**src/rtl/remote_link_rx_pkg.sv**
```systemverilog
// remote_link_pkg: definitions shared by the remote button link receiver and
// the matching transmitter.
//   - link_state_t : receiver FSM state encoding
//   - DEFAULT_*    : default clock and bit-rate figures
//   - SPACE_CODE / ENTER_CODE : command bytes carried on the link
//   - even_parity  : parity bit value that makes the frame's ones count even
// Optional feature macro: REMOTE_LINK_PARITY_EN (adds an even parity bit).
package remote_link_pkg;

    localparam int DEFAULT_CLK_HZ = 65_000_000;
    localparam int DEFAULT_BAUD   = 115_200;

    localparam logic [7:0] SPACE_CODE = 8'h20;
    localparam logic [7:0] ENTER_CODE = 8'h0D;

`ifdef REMOTE_LINK_PARITY_EN
    localparam bit PARITY_EN = 1'b1;
`else
    localparam bit PARITY_EN = 1'b0;
`endif

    typedef enum logic [2:0] {
        ST_IDLE,
        ST_START,
        ST_DATA,
        ST_PARITY,
        ST_STOP,
        ST_RECOVER
    } link_state_t;

    function automatic logic even_parity(input logic [7:0] d);
        return ^d;
    endfunction

endpackage

```
**src/rtl/remote_link_rx_if.sv**
```systemverilog
// remote_link_rx_if: serial line plus the receiver's result strobes.
//   rx        : serial line from the peer (idle high)
//   rx_data   : last good byte
//   rx_valid  : good-frame strobe
//   btn_pulse : command-byte strobe
//   frame_err : bad stop / parity strobe
//   busy      : receiver not idle
// slave modport = receiver side, master modport = line driver / consumer.
interface remote_link_rx_if;
    logic       rx;
    logic [7:0] rx_data;
    logic       rx_valid;
    logic       btn_pulse;
    logic       frame_err;
    logic       busy;

    modport master (output rx, input rx_data, rx_valid, btn_pulse, frame_err, busy);
    modport slave  (input rx, output rx_data, rx_valid, btn_pulse, frame_err, busy);
endinterface

```
**src/rtl/remote_link_sync.sv**
```systemverilog
// remote_link_sync: 2-FF synchronizer for an idle-high asynchronous line.
//   clk : destination clock
//   rst : synchronous active-high reset, forces both flops to 1 (idle level)
//   d   : asynchronous input
//   q   : synchronized output
module remote_link_sync (
    input  logic clk,
    input  logic rst,
    input  logic d,
    output logic q
);
    (* ASYNC_REG = "TRUE" *) logic [1:0] ff;

    always_ff @(posedge clk) begin
        if (rst) ff <= 2'b11;
        else     ff <= {ff[0], d};
    end

    assign q = ff[1];
endmodule

```
**src/rtl/remote_link_rx.sv**
```systemverilog
// remote_link_rx: UART-style receiver for the board-to-board button link.
// Recovers start/8 data (LSB first)/[parity]/stop frames and emits one-cycle
// strobes for good frames, command matches and framing errors.
//   clk65MHz : system clock
//   rst      : synchronous active-high reset
//   link     : remote_link_rx_if.slave (rx in; rx_data, rx_valid, btn_pulse,
//              frame_err, busy out)
// Optional feature macro: REMOTE_LINK_PARITY_EN (even parity bit after data).
module remote_link_rx
    import remote_link_pkg::*;
#(
    parameter int         CLK_HZ       = DEFAULT_CLK_HZ,
    parameter int         BAUD         = DEFAULT_BAUD,
    parameter int         CLKS_PER_BIT = CLK_HZ / BAUD,
    parameter logic [7:0] CMD_CODE     = SPACE_CODE
) (
    input  logic            clk65MHz,
    input  logic            rst,
    remote_link_rx_if.slave link
);
    localparam int CW = $clog2(CLKS_PER_BIT);
    localparam logic [CW-1:0] HALF = CW'(CLKS_PER_BIT / 2 - 1);
    localparam logic [CW-1:0] FULL = CW'(CLKS_PER_BIT - 1);

    logic          rx_s;
    link_state_t   state;
    logic [CW-1:0] cyc_cnt;
    logic [2:0]    bit_cnt;
    logic [7:0]    shreg;
    logic          par_err;
    logic [7:0]    rx_data_q;
    logic          rx_valid_q, btn_pulse_q, frame_err_q;

    remote_link_sync u_sync (
        .clk (clk65MHz),
        .rst (rst),
        .d   (link.rx),
        .q   (rx_s)
    );

    always_ff @(posedge clk65MHz) begin
        if (rst) begin
            state       <= ST_IDLE;
            cyc_cnt     <= '0;
            bit_cnt     <= '0;
            shreg       <= '0;
            par_err     <= 1'b0;
            rx_data_q   <= '0;
            rx_valid_q  <= 1'b0;
            btn_pulse_q <= 1'b0;
            frame_err_q <= 1'b0;
        end else begin
            rx_valid_q  <= 1'b0;
            btn_pulse_q <= 1'b0;
            frame_err_q <= 1'b0;
            case (state)
                ST_IDLE: begin
                    if (!rx_s) begin
                        state   <= ST_START;
                        cyc_cnt <= '0;
                        bit_cnt <= '0;
                    end
                end
                // Mid-start-bit check rejects short glitches silently.
                ST_START: begin
                    if (cyc_cnt == HALF) begin
                        cyc_cnt <= '0;
                        par_err <= 1'b0;
                        state   <= rx_s ? ST_IDLE : ST_DATA;
                    end else begin
                        cyc_cnt <= cyc_cnt + 1'b1;
                    end
                end
                ST_DATA: begin
                    if (cyc_cnt == FULL) begin
                        cyc_cnt <= '0;
                        shreg   <= {rx_s, shreg[7:1]};
                        bit_cnt <= bit_cnt + 1'b1;
                        if (bit_cnt == 3'd7) begin
`ifdef REMOTE_LINK_PARITY_EN
                            state <= ST_PARITY;
`else
                            state <= ST_STOP;
`endif
                        end
                    end else begin
                        cyc_cnt <= cyc_cnt + 1'b1;
                    end
                end
`ifdef REMOTE_LINK_PARITY_EN
                ST_PARITY: begin
                    if (cyc_cnt == FULL) begin
                        cyc_cnt <= '0;
                        par_err <= (rx_s != even_parity(shreg));
                        state   <= ST_STOP;
                    end else begin
                        cyc_cnt <= cyc_cnt + 1'b1;
                    end
                end
`endif
                // Sampled mid-stop-bit, so the receiver is back in IDLE about
                // half a bit early and can take a back-to-back start edge.
                ST_STOP: begin
                    if (cyc_cnt == FULL) begin
                        cyc_cnt <= '0;
                        if (rx_s && !par_err) begin
                            rx_data_q   <= shreg;
                            rx_valid_q  <= 1'b1;
                            btn_pulse_q <= (shreg == CMD_CODE);
                        end else begin
                            frame_err_q <= 1'b1;
                        end
                        state <= rx_s ? ST_IDLE : ST_RECOVER;
                    end else begin
                        cyc_cnt <= cyc_cnt + 1'b1;
                    end
                end
                // A held-low (break) line reports one error, then waits here.
                ST_RECOVER: begin
                    if (rx_s) state <= ST_IDLE;
                end
                default: state <= ST_IDLE;
            endcase
        end
    end

    assign link.rx_data   = rx_data_q;
    assign link.rx_valid  = rx_valid_q;
    assign link.btn_pulse = btn_pulse_q;
    assign link.frame_err = frame_err_q;
    assign link.busy      = (state != ST_IDLE);
endmodule

```
**src/flat_wrapper.sv**
```systemverilog
// flat-port wrapper written by rule: the top's interface ports become plain ports
module remote_link_rx_flat import remote_link_pkg::*;
#(
    parameter int         CLK_HZ       = DEFAULT_CLK_HZ,
    parameter int         BAUD         = DEFAULT_BAUD,
    parameter int         CLKS_PER_BIT = CLK_HZ / BAUD,
    parameter logic [7:0] CMD_CODE     = SPACE_CODE
)
  (clk65MHz, rst, link_rx, link_rx_data, link_rx_valid, link_btn_pulse, link_frame_err, link_busy);
  remote_link_rx_if link_i ();
  input  logic clk65MHz;
  input  logic rst;
  input wire logic [$bits(link_i.rx)-1:0] link_rx;
  output wire logic [$bits(link_i.rx_data)-1:0] link_rx_data;
  output wire logic [$bits(link_i.rx_valid)-1:0] link_rx_valid;
  output wire logic [$bits(link_i.btn_pulse)-1:0] link_btn_pulse;
  output wire logic [$bits(link_i.frame_err)-1:0] link_frame_err;
  output wire logic [$bits(link_i.busy)-1:0] link_busy;
  assign link_i.rx = link_rx;
  assign link_rx_data = link_i.rx_data;
  assign link_rx_valid = link_i.rx_valid;
  assign link_btn_pulse = link_i.btn_pulse;
  assign link_frame_err = link_i.frame_err;
  assign link_busy = link_i.busy;
  remote_link_rx #(.CLK_HZ(CLK_HZ), .BAUD(BAUD), .CLKS_PER_BIT(CLKS_PER_BIT), .CMD_CODE(CMD_CODE)) u_core (.clk65MHz(clk65MHz), .rst(rst), .link(link_i));
endmodule
```
**config.mk**
```make
export PLATFORM = sky130hd
export DESIGN_NAME = remote_link_rx_flat
export DESIGN_NICKNAME = d
export VERILOG_FILES = /design/src/rtl/remote_link_rx_pkg.sv /design/src/rtl/remote_link_rx_if.sv /design/src/rtl/remote_link_sync.sv /design/src/rtl/remote_link_rx.sv /design/src/flat_wrapper.sv
export SDC_FILE = /design/constraint.sdc
export NUM_CORES = 1
export LEC_CHECK = 0
export ABC_CLOCK_PERIOD_IN_PS = 1800
export BUFFER_PORTS_ARGS = -buffer_cell sky130_fd_sc_hd__clkbuf_2
export CAP_MARGIN = 20
export CORE_MARGIN = 10
export CORE_UTILIZATION = 38
export DETAILED_ROUTE_END_ITERATION = 10
export PLACE_DENSITY = 0.54
export SLEW_MARGIN = 20
export SYNTH_ARGS = -nofsm -noshare
export SYNTH_HDL_FRONTEND = slang
export SYNTH_HIERARCHICAL = 1
export SYNTH_SLANG_ARGS = --single-unit
```
**constraint.sdc**
```tcl
create_clock -name clk65MHz -period 1.8 [get_ports clk65MHz]
set_input_delay 0.09 -clock clk65MHz [delete_from_list [all_inputs] [get_ports clk65MHz]]
set_output_delay 0.09 -clock clk65MHz [all_outputs]
set_load 0.02 [all_outputs]
```
# ---- Word level (Yosys, flattened, before mapping)
# Cells that the tools add are included.
dict set report totals {
  regBits 37
  latchBits 0
  ramBits 0
  romBits 0
  inputBits 3
  out_inout_bits 12
  memories 0
}
dict set report op_classes {
  add_sub_neg 2
  multipliers 0
  div 0
  magnitude_cmp 0
  eq_ne 14
  shifts 0
  n_mux 18
  bitwise_logic 3
  reduce_logical 12
}
# cell count
set op_table {}
lappend op_table {{$mux 10} 3}
lappend op_table {{$pmux 10 s3} 1}
lappend op_table {{$mux 3} 9}
lappend op_table {{$pmux 3 s5} 1}
lappend op_table {{$add 10x1->10 const B} 1}
lappend op_table {{$eq 10x10->1 const B} 1}
lappend op_table {{$eq 10x9->1 const B} 1}
lappend op_table {{$eq 3x3->1 const B} 3}
lappend op_table {{$eq 8x6->1 const B} 1}
lappend op_table {{$ne 2x1->1 const B} 4}
lappend op_table {{$pmux 3 s2} 1}
lappend op_table {{$reduce_and 3->1} 2}
lappend op_table {{$reduce_and 6->1} 1}
lappend op_table {{$reduce_bool 3->1} 2}
lappend op_table {{$ne 2x2->1 const B} 2}
lappend op_table {{$reduce_and 2->1} 2}
lappend op_table {{$reduce_or 4->1} 1}
lappend op_table {{$add 3x1->3 const B} 1}
lappend op_table {{$eq 3x1->1 const B} 1}
lappend op_table {{$eq 3x2->1 const B} 1}
lappend op_table {{$logic_not 3->1} 1}
lappend op_table {{$not 1->1} 3}
lappend op_table {{$reduce_or 3->1} 1}
lappend op_table {{$mux 1} 2}
lappend op_table {{3 further kinds} 3}

# ---- Depth between registers and ports, before layout
# Gate-level depths: netlist of the first run.
dict set report depth {
  word_depth 4
  mapped_depth 8
  mapped_depth_nobuf 7
}

# ---- Cells and area by module
# Netlist of the first run, hierarchy kept.
# module instances cells_each area_each_um2 seq_area_each_um2
set modules_own_cells {}
lappend modules_own_cells {remote_link_rx 1 182 1670.4 700.7}
lappend modules_own_cells {remote_link_sync 1 4 52.6 40.0}

# ---- Least setup slack after synthesis of the first run
# Ideal clock, no wire load.
dict set report synth_path {
  kind {register -> register}
  startpoint {register u_core.cyc_cnt[0]}
  endpoint {register u_core.state[0]}
  setup_ps 123
  arrival_ps 1697
  required_time_ps 1677
  path_slack_ps -21
  stages_incl_launch_ff 7
  path_buffers 0
  synth_period_minus_slack_ps 1821
  cell_sequence {dfxtp_1 -> ha_1 -> nor4bb_1 -> nand4_1 -> a32o_2 -> a221oi_4 -> mux2_1}
}
dict set report synth_via {
  elab_chain_cells 3
  elab_cells_between_ends 6
}
# item line
set synth_lines {}
lappend synth_lines {{start: declaration} remote_link_rx.sv:27} ;# logic [CW-1:0] cyc_cnt;
lappend synth_lines {{start signal: assignment} remote_link_rx.sv:71} ;# cyc_cnt <= cyc_cnt + 1'b1;
lappend synth_lines {{start signal: assignment} remote_link_rx.sv:87} ;# cyc_cnt <= cyc_cnt + 1'b1;
lappend synth_lines {{start signal: assignment} remote_link_rx.sv:115} ;# cyc_cnt <= cyc_cnt + 1'b1;
lappend synth_lines {{$eq 10x10->1 or $eq 10x9->1 (tied branches)} {remote_link_rx.sv:75, remote_link_rx.sv:104, remote_link_rx.sv:66}}
lappend synth_lines {{$ne 2x1->1 (no line)} --}
lappend synth_lines {{$reduce_and 6->1 (no line) *} --}
lappend synth_lines {{end signal: assignment} remote_link_rx.sv:69} ;# state <= rx_s ? ST_IDLE : ST_DATA;
lappend synth_lines {{end signal: assignment} remote_link_rx.sv:113} ;# state <= rx_s ? ST_IDLE : ST_RECOVER;
lappend synth_lines {{end: declaration} remote_link_rx.sv:26} ;# link_state_t state;
# Mark *: on every way between the ends. The rest lies on a longest branch, timed or not.
# A chain may end at the register's enable or synchronous reset.

# ---- Worst setup path in the final report of the first run
dict set report layout_path {
  startpoint {register u_core.cyc_cnt[8]}
  endpoint {register u_core.state[0]}
}
# Same word-level chain as after synthesis.

==> results.txt, run 1 <==
The initial antenna violation count was 0. The region available for standard cell placement spans 4380 um2. Timing would allow up to 571 MHz. In the routed design, unresolved DRC markers number 0. The clock tree from TritonCTS is done. For the pin with the worst max-slew slack, the measured transition is 0.395 ns. The post-synthesis to final-layout area growth is 27.0%. The count of yosys warnings during synthesis came out at 6. Measured on the finished design, the core utilization comes to 49.9%. Clock-pin slew was measured on the worst setup and hold paths at 0.07 ns. Subtracting the final worst setup slack from the clock period gives between 1.5 and 2 ns. The library cell used as clock root buffer is clkbuf_8. The net count of the finished layout came out at approximately 230.

The post-detailed-placement half-perimeter wirelength is roughly 2700 um. The die is 87.3 um wide. The largest total area in the synthesized netlist belongs to dfxtp_1. The worst hold-check slack came out at about 0.15 ns.

The proportion of synthesized chip area in sequential cells came out at 43.0%. The worst slew margin relative to its limit came out at 73.0%. The final critical-path share of the clock period is ~97%. After detailed routing, the average wire length per cell comes to approximately 14 um. The prevailing post-synth register cell is dfxtp_1. The buffer levels on the longest clock path came out at 2.

The count of input and output buffers came out at 14. The leakage component of the power came out at 0.000811 uW. The global-route wire length before repair is 6490 um. The data arrival time of the critical path came out at between 1.5 and 2 ns. Global routing finished with a remaining overflow of 0.

The post-synth net total is 193. The synthesized flop and latch total came out at 37. In the synthesized netlist, the number of instances is 186.

The maximum fanout along the worst path came out at 4. The global placer's final weighted congestion came out at a little over 0.8. The flow ran to the end, and the final reports show no timing, DRC or antenna violations. At the placement stage, the worst setup path has a slack of 0.000572 ns. The via count normalized by instance count is around 5.2. The data required time at the worst endpoint came out at 1.98 ns. The number of clock buffers added by TritonCTS is 5. Among all cell types in the netlist, the one instantiated most often is dfxtp_1. The share of layout cells above drive strength 1 came out at 28.9%. The total count of max-transition violations in the final report came to 0. The worst setup path is captured at a register. The total clock sinks came out at 37. Max-cap violations in this run came to 0.

The largest vdd supply drop is 655 uV. The combined global-route utilization of all metal layers came out at 10.4%. The first detailed-routing pass ran for 4 iterations. The sum of routed wire length over all layers is 3740 um. The area share of the largest cell type after synthesis is a little over two fifths.

The final instance count without filler cells came out at 277. The count of antenna diodes in the layout is 0. The ratio of total power to cell area came out at 868 nW/um2. The area enclosed by the die boundary came out at 7630 um2. The H-tree depth reported by CTS came out at 2. The floorplan step set the die height to roughly 87 um. The commonest cells after synthesis are dfxtp_1, nor2_1, mux2i_1, nand2_1, nor3_1. The worst path setup slack after routing is 0.0480 ns.

The mean area per synthesized cell is 9.26 um2. The count of standard-cell rows is 24. By startpoint and endpoint, the worst setup path is classified as register to register. In this run, synthesis inferred 0 flip-flops with an integrated enable. The largest net degree at the start of global routing came out at 24.

The cell total after placement is 265. The starting density of the core is between 30% and 40%. The latest clock arrival within the worst-skew pair is 0.28 ns.

Setup repair after global routing could not meet its margin everywhere. For the final routed database, the setup TNS stands at 0 ns. The setup violation total in the final timing report is 0. The fraction of synthesis flops using an asynchronous set or reset pin came out at 0%.

The via count of the first global-routing pass came out at 1,396. The min-delay analysis places its worst path in the category primary input to register. The first routing iteration left 60 violations. The worst setup path is launched from a register. The total standard cell area after synthesis is 1720 um2. The number of hold-slack violations in the final timing report is 0. By area the synthesized netlist is led by dfxtp_1, mux2i_1, nor2_1.

The I/O pin count came out at 15. The count of different cell masters after synthesis is 45. The number of vias in the routed layout came out at ~1,400. The final worst clock skew came out at 0.00438 ns. The number of routed nets with antenna violations came out at 0.
critical path: stages, from the launching register on:
cell	delay (ns)
dfxtp_2	0.35
and4bb_4	0.35
nand4_4	0.11
a32o_2	0.29
a221oi_4	0.22
mux2_4	0.32
layout make-up:
cell class,count,area (um2)
clock buffer,5,68.8
multi-input combinational,138,985
inverter,2,7.51
sequential,37,748
clock inverter,3,17.5
fill,405,2200
timing repair buffer,40,297
tap,52,65.1
flip-flops by register name (all words and copies together) (netlist names):
register	flops
u_core/link.rx_valid	1
u_core/link.btn_pulse	1
u_core/cyc_cnt	10
u_core/link.frame_err	1
u_core/shreg	8
u_core/u_sync/ff	2
u_core/state	3
u_core/bit_cnt	3
u_core/link.rx_data	8
what timing repair did:
item | in CTS | in global routing
pin swaps | 1 | 2
hold buffers | 1 | 0
cloned | 0 | 0
setup buffers | 2 | 1
endpoints found under the hold margin | 1 | 0
gates resized for setup | 0 | 15
endpoints found under the setup margin | 1 | 21
path summary, 6_finish.rpt:
check	start	to	slack, ns	cells past startpoint
max reg2reg	u_core/cyc_cnt[8]$_SDFFE_PP0P_	u_core/state[0]$_SDFFE_PP0P_	0.05	5
min	rst	u_core/cyc_cnt[4]$_SDFFE_PP0P_	0.15	2
min reg2reg	u_core/u_sync/ff[0]$_SDFF_PP1_	u_core/u_sync/ff[1]$_SDFF_PP1_	0.41	1
max	u_core/cyc_cnt[8]$_SDFFE_PP0P_	u_core/state[0]$_SDFFE_PP0P_	0.05	5
power breakdown:
| part | switching [uW] | leakage (uW) | internal (uW) |
|---|---|---|---|
| combinational | 245 | 0.000466 | 219 |
| clock | 292 | 0.0000439 | 267 |
| sequential | 31.7 | 0.000301 | 844 |
| total | 568 | 0.000811 | 1330 |
layout by cell type (no fill, tap or decap), drive strengths merged, types with 2 or more instances in the layout:
cell and instances:
nor4 3, ha 4, dfxtp 37, nand3b 5, buf 25, or2 2, a31oi 5, clkbuf 19
or3 2, clkinv 2, and3 4, inv 2, nor2 29, xor2 3, nand4 5, a21oi 3
o21ai 3, nand2 20, mux2i 20, nand3 5, nor3 7
logic make-up (layout without fill, tap and decap cells):
kind of cell	Yosys count	in the layout	share of synthesized area [%]
buffers and inverters	11	50	2.69
adders and majority gates	4	4	2.90
and+or+nand+nor	92	92	29.6
AOI/OAI and AO/OA	18	18	7.99
muxes	21	21	12.3
xor gates and xnor gates	3	3	1.53
DFF	37	37	43.0
stage by stage:
step                instance area (um2)  power, uW
floorplan                          1720       1140
global placement                   2010       1260
detailed placement                 2010       1270
CTS                                2120       1870
global route                       2190       2020
finish                             2190       1900
per-layer routing:
layer	global-route usage, %	share of wire (%)	vias to the layer above
met1	12.6	46	684
met5	0	0	-
met3	3.56	3.8	4
li1	-	-	739
met2	16.5	49	22
met4	3.91	1.0	0
Note: power is estimated with default switching activity, not from simulation.
==> run 2, diff against run 1 <==
--- a/config.mk
+++ b/config.mk
@@ -6,7 +6,7 @@
 export NUM_CORES = 1
 export LEC_CHECK = 0
 export ABC_CLOCK_PERIOD_IN_PS = 1800
-export BUFFER_PORTS_ARGS = -buffer_cell sky130_fd_sc_hd__clkbuf_2
+export BUFFER_PORTS_ARGS = -buffer_cell sky130_fd_sc_hd__buf_2
 export CAP_MARGIN = 20
 export CORE_MARGIN = 10
 export CORE_UTILIZATION = 38
==> results.txt, run 2 (synthesized netlist as in run 1, its figures left out) <==
The combined global-route utilization of all metal layers is 10.1%. The floorplan die height is 87.3 um. The data required time at the worst endpoint came out at 1.98 ns. Setup repair after global routing could not meet its margin everywhere. The number of detailed-route iterations in the first pass came out at 4.

CTS built an H-tree with a depth of 2. During placement, the flow inserted port buffers numbering 14. The placed cell area is 1990 um2. The final critical-path share of the clock period is 98.1%.

The width of the die is 87.3 um. The total count of max-transition violations in the final report was 0. The sum of routed wire length over all layers came out at between 3000 and 4000 um. Traced cell by cell, the critical path runs through and4bb_4, nand4_4, a32o_2, a221oi_4, mux2_4. The fill cell instance count of the final layout is 416. STA classifies the critical path startpoint as a register. The final instance count without filler cells came out at between 200 and 300. Leaving out fill and tap cells, the most frequent cells in the layout are dfxtp_1, nor2_1, nand2_1, mux2i_1, buf_4. The setup violation total in the final timing report came out at 0. Leaving out fill and tap cells, the most frequent cell in the layout is dfxtp_1. The global placer's final weighted congestion came out at 0.807. After floorplanning, the core was divided into 24 placement rows. The maximum fanout along the worst path is 4. The latest clock arrival within the worst-skew pair came out at 0.28 ns.

The total chip power is 2050 uW. The slowest stage of the critical path is the and4bb_4 cell. The via count of the first global-routing pass was roughly 1,400. The ratio of total power to cell area is 929 nW/um2.

The count of antenna diodes in the layout came out at 0. The design area is approximately 2200 um2. The area of the core region came out at 4380 um2. In this run, the number of DRC markers left after iteration 0 of detailed routing was between 90 and 100. At the worst endpoint, the arrival time is 1.94 ns.

The critical path is of the register to register type. The number of buffers created by CTS is 5. The post-detailed-placement half-perimeter wirelength is 2570 um.

After detailed routing, the average wire length per cell comes to 13.9 um. Entering global routing, the biggest net connects 35 pins. The routed design could run at a clock period as short as ~1.8 ns. The transition time at the pin with the least slew margin is 0.620 ns. For this run, the top clock speed supported by timing is 567 MHz. The overall overflow remaining after global route is 0. The cell total after placement came out at around 260. The max-cap check violation count is 0.

The number of hold-slack violations in the final timing report came out at 0. The run finished with clean final reports. The die covers 7630 um2.

TritonCTS built the clock tree. No sink is reached through more buffers than the 2 on the longest clock path. The total clock sinks came out at 37.

The largest vdd supply drop is 721 uV. The most flop-heavy register is u_core/cyc_cnt. The initial antenna violation count was 0. The I/O pin count came out at 15.

The share of layout cells above drive strength 1 came out at between 20% and 30%. The final route contains approximately 1,400 vias. In this design, the stage delay of the slowest critical-path cell is 0.35 ns. The detail route stage leaves a number of antenna-violating nets equal to 0. The worst slew margin relative to its limit is around 59%. The initial utilization of the core area, before any placement, comes to 39.3%.

Clock tree synthesis selected as its root buffer the cell clkbuf_8. The global-route wire length before repair came out at between 6000 and 7000 um. The min-delay analysis places its worst path in the category primary input to register. Dividing the detail-routed via count by the number of cells gives just over 5. The clock edge transition at the registers on the reported setup and hold paths is 0.08 ns. The final worst clock skew came out at 0.00609 ns. In the routed design, unresolved DRC markers number 0. The analysis attributes to cell leakage a power of about 0.00082 uW. The number of flip-flops under the largest register name came out at 10.

The post-synthesis to final-layout area growth came out at 28.2%. The net count of the finished layout is 226. STA classifies the critical path endpoint as a register.
run 2: timing repair:
item | in CTS | in global routing
pin swaps | 0 | 3
resized for setup | 2 | 18
hold buffers | 1 | 0
setup buffers | 0 | 1
setup endpoints to repair | 1 | 16
endpoints found under the hold margin | 1 | 0
run 2: power breakdown:
| group | switching, uW | total [uW] | internal, uW |
|---|---|---|---|
| clock | 291 | 741 | 450 |
| sequential | 28.4 | 872 | 844 |
| combinational | 239 | 438 | 199 |
| total | 558 | 2050 | 1490 |
run 2: layout make-up:
cell class / instances / area (um2) / share of cell area [%]
repair buffers: 35 / 263 / 11.9
well taps: 52 / 65.1 / 2.95
inverters: 2 / 7.51 / 0.340
multi-input cells: 138 / 1000 / 45.5
flip-flops and latches: 37 / 748 / 33.9
clock buffers: 6 / 82.6 / 3.74
clock inverters: 2 / 37.5 / 1.70
run 2: final timing paths:
check                                      start                             endpoint  slack [ns]  cells after the start
setup / recovery  u_core/cyc_cnt[8]$_SDFFE_PP0P_         u_core/state[0]$_SDFFE_PP0P_        0.03                      5
hold / removal                               rst  u_core/link.rx_data[7]$_SDFFE_PP0P_        0.30                      2
setup reg to reg  u_core/cyc_cnt[8]$_SDFFE_PP0P_         u_core/state[0]$_SDFFE_PP0P_        0.03                      5
hold reg to reg   u_core/u_sync/ff[0]$_SDFF_PP1_       u_core/u_sync/ff[1]$_SDFF_PP1_        0.41                      1
run 2: metrics by stage:
stage / TNS, ns / setup WS, ns / util (%) / hold slack, ns
floorplan: 0 / 0.00902 / - / 0.176
global placement: 0 / 0.0178 / 45.3 / 0.271
detailed placement: -0.0138 / -0.0138 / 45.3 / 0.273
CTS: 0 / 0.0137 / 48.6 / 0.298
global route: -0.0229 / -0.0229 / 50.4 / 0.331
finish: 0 / 0.0348 / 50.4 / 0.300
run 2: layer usage:
metal / part of all wire (%) / wire [um] / vias to the layer above / GRT usage, %
li1: - / - / 732 / -
met1: 48 / 1800 / 646 / 12.8
met2: 47 / 1790 / 27 / 15.5
met3: 4.2 / 158 / 4 / 3.09
met4: 0.82 / 31 / 0 / 3.77
met5: 0 / 0 / - / 0
run 2: critical path, delay by kind of cell, from the launching register on:
kind | cells | cell delay [ns]
AO/OA/AOI/OAI | 2 | 0.53
flip-flops | 1 | 0.34
AND/OR/NAND/NOR | 2 | 0.46
multiplexers | 1 | 0.33
